===== config.mk =====
export PLATFORM = sky130hd
export DESIGN_NAME = apb_requester
export DESIGN_NICKNAME = d
export VERILOG_FILES = /design/src/rtl/apb_pkg.sv /design/src/rtl/apb_watchdog.sv /design/src/rtl/apb_requester.sv
export SDC_FILE = /design/constraint.sdc
export NUM_CORES = 1
export LEC_CHECK = 0
export CORE_MARGIN = 2
export CORE_UTILIZATION = 40
export CTS_BUF_LIST = sky130_fd_sc_hd__clkbuf_4
export DETAILED_ROUTE_END_ITERATION = 10
export MAX_ROUTING_LAYER = met4
export PLACE_DENSITY_LB_ADDON = 0.08
export SLEW_MARGIN = 20
export SYNTH_ARGS = -nofsm -noshare
export SYNTH_HDL_FRONTEND = slang
export SYNTH_SLANG_ARGS = --single-unit

===== constraint.sdc =====
create_clock -name pclk -period 1.88 [get_ports pclk]
set_input_delay 0.376 -clock pclk [delete_from_list [all_inputs] [get_ports pclk]]
set_output_delay 0.376 -clock pclk [all_outputs]
set_load 0.02 [all_outputs]

===== src/rtl/apb_pkg.sv =====
// Shared APB definitions: transfer FSM states, strobe width and the
// watchdog counter sizing helper.
`timescale 1ns/1ps

package apb_pkg;

    localparam int APB_STRB_W = 4;

    typedef enum logic [1:0] {
        APB_IDLE,
        APB_SETUP,
        APB_ACCESS
    } apb_state_t;

    // Counter must hold TIMEOUT_CYCLES-1; a disabled watchdog still needs one bit.
    function automatic int wd_count_width(input int timeout_cycles);
        return (timeout_cycles <= 1) ? 1 : $clog2(timeout_cycles + 1);
    endfunction

endpackage


===== src/rtl/apb_watchdog.sv =====
// Counts ACCESS cycles and flags the cycle on which a stalled transfer
// must be forcibly terminated. TIMEOUT_CYCLES = 0 disables it.
`timescale 1ns/1ps

module apb_watchdog
    import apb_pkg::*;
#(
    parameter int TIMEOUT_CYCLES = 255
) (
    input  logic pclk,
    input  logic rst,
    input  logic clear,
    input  logic count_en,
    output logic expired
);

    localparam int CNT_W = wd_count_width(TIMEOUT_CYCLES);
    localparam logic [CNT_W-1:0] LAST_COUNT =
        (TIMEOUT_CYCLES == 0) ? '0 : CNT_W'(TIMEOUT_CYCLES - 1);

    logic [CNT_W-1:0] count;

    // NOTE: sequential state is updated with <= so every flop samples the
    // pre-edge value of its inputs, independent of statement order.
    always_ff @(posedge pclk) begin
        if (rst) begin
            count <= '0;
        end else if (clear) begin
            count <= '0;
        end else if (count_en && (count != LAST_COUNT)) begin
            count <= count + 1'b1;
        end
    end

    assign expired = (TIMEOUT_CYCLES != 0) && (count == LAST_COUNT);

endmodule


===== src/rtl/apb_requester.sv =====
// Turns a single-outstanding core load/store into an APB SETUP/ACCESS
// transfer and returns a one-cycle registered response.
`timescale 1ns/1ps

module apb_requester
    import apb_pkg::*;
#(
    parameter int ADDR_WIDTH     = 32,
    parameter int DATA_WIDTH     = 32,
    parameter int TIMEOUT_CYCLES = 255
) (
    input  logic                  pclk,
    input  logic                  rst,

    input  logic                  req_valid,
    output logic                  req_ready,
    input  logic [ADDR_WIDTH-1:0] req_addr,
    input  logic [DATA_WIDTH-1:0] req_wdata,
    input  logic                  req_write,
    input  logic [APB_STRB_W-1:0] req_strb,

    output logic                  resp_valid,
    output logic [DATA_WIDTH-1:0] resp_rdata,
    output logic                  resp_err,

    output logic [ADDR_WIDTH-1:0] paddr,
    output logic [DATA_WIDTH-1:0] pdata,
    input  logic [DATA_WIDTH-1:0] prdata,
    output logic                  psel,
    output logic                  penable,
    output logic                  pwrite,
    output logic [APB_STRB_W-1:0] pstb,
    input  logic                  pready,
    input  logic                  perr
);

    apb_state_t state;
    apb_state_t state_next;

    logic expired;
    logic complete;
    logic finish;
    logic finish_err;

    // An unmapped address reports perr without pready, so perr alone must end the transfer.
    assign complete   = pready | perr | expired;
    assign finish     = (state == APB_ACCESS) && complete;
    assign finish_err = perr | (expired & ~pready);

    apb_watchdog #(
        .TIMEOUT_CYCLES (TIMEOUT_CYCLES)
    ) u_watchdog (
        .pclk     (pclk),
        .rst      (rst),
        .clear    (state == APB_SETUP),
        .count_en ((state == APB_ACCESS) && !complete),
        .expired  (expired)
    );

    always_ff @(posedge pclk) begin
        if (rst) begin
            state <= APB_IDLE;
        end else begin
            state <= state_next;
        end
    end

    // NOTE: every signal assigned in always_comb gets a default first, so no
    // path through the case can leave it unassigned and infer a latch.
    always_comb begin
        state_next = state;
        unique case (state)
            APB_IDLE:   if (req_valid) state_next = APB_SETUP;
            APB_SETUP:  state_next = APB_ACCESS;
            APB_ACCESS: if (complete) state_next = APB_IDLE;
            default:    state_next = APB_IDLE;
        endcase
    end

    always_comb begin
        req_ready = 1'b0;
        psel      = 1'b0;
        penable   = 1'b0;
        unique case (state)
            APB_IDLE:   req_ready = 1'b1;
            APB_SETUP:  psel = 1'b1;
            APB_ACCESS: begin
                psel    = 1'b1;
                penable = 1'b1;
            end
            default:    req_ready = 1'b0;
        endcase
    end

    // Bus fields load only on accept, so they stay stable through ACCESS and idle at their last value.
    always_ff @(posedge pclk) begin
        if (rst) begin
            paddr  <= '0;
            pdata  <= '0;
            pwrite <= 1'b0;
            pstb   <= '0;
        end else if ((state == APB_IDLE) && req_valid) begin
            paddr  <= req_addr;
            pdata  <= req_wdata;
            pwrite <= req_write;
            pstb   <= req_write ? req_strb : '0;
        end
    end

    always_ff @(posedge pclk) begin
        if (rst) begin
            resp_valid <= 1'b0;
            resp_err   <= 1'b0;
            resp_rdata <= '0;
        end else begin
            resp_valid <= finish;
            if (finish) begin
                resp_err   <= finish_err;
                resp_rdata <= (!pwrite && !finish_err) ? prdata : '0;
            end
        end
    end

endmodule

==> out/metrics.yaml <==
hold_depth: 2
slew_violations: 0
synth-simple-area-share: 0.183
finalSetupViolCount: 0
finalSetupTns_ns: 0
worstMarginPinSlew_ns: 0.427
slew_headroom: 0.715
worst-setup-path-type: "register to primary output"
routed_wl_um: 11700
clock-sinks: 113
final_antenna_net_count: 0
ctsHoldBuffers: 0
synthAdderAreaFrac: 0.0189
drc: 0
cp.arrival_ns: 1.43
post-cts-setup-buffers: 0
report.power.total_mw: 6.53
clock-root-buffer: "clkbuf_4"
num_vias: 3895
dr.pass1.iters: 4
die_x_um: 104
hold_violations: 0
netlist_area_mm2: 0.00398
synth_fp_nets: 559
grt_remaining_overflow: 0
synth_xor_area_frac: 0.00660
portBuffers: 211
cts_resized: 108
holdWs_ns: 0.163
grt_max_degree: 70
clock.fmax_mhz: 555
synth_area_leader_cell: "dfxtp_1"
viasPerCell: 4.82
worst_path_largest_cell_delay_ns: 0.60
final_util: 0.671
start_kind: "register"
coreArea_mm2: 0.00973
critPathRequiredTime_ns: 1.50
rr_worst_depth: 6
clock_skew_ns: 0.0143
track_usage: 0.226
ys_types: 32
ys_warn_count: 0
nNetsFinal: 774
ys_seq_elements: 113
ys_seq_area_frac: 0.569
crit_chain: "clkdlybuf4s50_1"
place_area_mm2: 0.00632
setup_ws_ns: 0.0767
crit_buf_inv: 1
synth_top_family_by_area: "compound AO/OA/AOI/OAI gates"
grt_pass1_vias: 3818
syn_inst: 447
synth-compound-area-share: 0.183
period_share: 0.959
drt_iter0_markers: 134
initial_core_util: 0.409
end_kind: "primary output"
max_cap_viol_count: 0
design_area_mm2: 0.00653
path_clk_slew_ns: 0.09
diodes: 0
hold_class: "primary input to register"
syn_to_final_growth_pct: 64.2
clock_latency_ns: 0.51
antenna_found_initial: 0
path_max_fanout: 2
synth_mux_area_frac: 0.00503
layout.cells.non_filler: 808
dpl_worst_slack_ns: -0.0921
cp.depth: 1
clk_path_buf_depth: 2
fp.dieH_um: 104
ir_drop_mv: 0.486
place_hpwl_um: 8290
syn_area_per_cell_um2: 8.90
p_per_area_mw_per_mm2: 999
synth_top_area_share: 0.569
drive_above_1_share: 0.0889
pin_count: 212
synthTopCellsByArea: "dfxtp_1 (57%), nand2_1 (13%), a21oi_1 (9.2%)"
wl_per_cell_um: 14.4
placed_cells: 776
gp_congestion: 0.818
cp_slowest_cell: "clkdlybuf4s50_1"
rows: 36
htree_num_levels: 4
cts_buffers: 17
outcome: "finished, final reports clean"
rsz0062_at_grt: "false"
dieArea_mm2: 0.0108
power.leakage_nw: 3.04
grt_pass1_wl_um: 18800
period_needed_ns: 1.80
cts_tree: "done"
path_delay_family: "buffers and inverters"
-- per-layer routing --
layer	up-vias	wire (um)	global-route usage
li1	1942	-	-
met1	1778	5130	0.265
met2	153	5510	0.360
met3	22	722	0.0661
met4	0	307	0.108
met5	-	0	-
-- area by class of cell --
class                      count  area (um2)
fill                         861        3200
sequential                   113        2260
timing repair buffer         226        2170
multi-input combinational    299        1590
tap                          133         166
clock inverter                11         163
clock buffer                  21         158
inverter                       5        18.8
-- logic make-up after synthesis --
| logic type | count (synthesis) |
|---|---|
| compound gates | 116 |
| simple gates | 172 |
| fa+ha+maj | 6 |
| flops | 113 |
| xor+xnor | 3 |
| buf+inv | 35 |
| mux | 2 |
-- Yosys cell counts --
cell / number
a211oi_1: 2
a21oi_1: 73
a22o_1: 32
and2_1: 1
and3_1: 1
and4b_1: 1
buf_1: 8
buf_2: 8
clkbuf_1: 14
dfxtp_1: 113
ha_1: 6
inv_1: 5
mux2i_1: 2
nand2_1: 141
nand2b_1: 4
nand3_1: 7
nand4_1: 1
nand4bb_1: 1
nor2_1: 7
nor2b_1: 1
nor3_2: 1
nor3b_4: 1
o211ai_1: 4
o21a_1: 1
o21ai_0: 1
o21ai_2: 1
o21bai_1: 1
o31ai_1: 1
or2_0: 1
or4_1: 4
xnor2_1: 1
xor2_1: 2
-- final timing paths --
path / startpoint / endpoint / slack (ns)
min: rst / resp_err / 0.16
min reg2reg: pdata[22] / pdata[22] / 0.45
max: resp_rdata[12] / resp_rdata[12] / 0.08
max reg2reg: state[0] / u_watchdog.count[7] / 0.13
-- power by group --
group | internal, mW | switching [mW]
Clock | 1.11 | 0.908
Combinational | 0.743 | 1.02
Sequential | 2.64 | 0.115
-- flip-flops by register name (all words and copies together), names as in the netlist --
register and cells:
resp_valid 1, resp_err 1, u_watchdog.count 8, pdata 32
state 2, paddr 32, pstb 4, resp_rdata 32
pwrite 1
-- placed cells by master (no fill, tap or decap), drive strengths merged, types with 2 or more instances in the layout --
master and count:
a211oi 2, clkdlybuf4s50 105, a21oi 73, o21ai 2
dlymetal6s2s 8, buf 19, nand2 141, ha 6
clkbuf 21, nand2b 4, bufinv 4, dfxtp 113
inv 5, xor2 2, a22o 32, clkinv 4
or4 4, nand3 7, clkinvlp 3, dlygate4sd2 94
o211ai 4, mux2i 2, nor2 7
No activity file was read; power rests on OpenSTA's default activity.
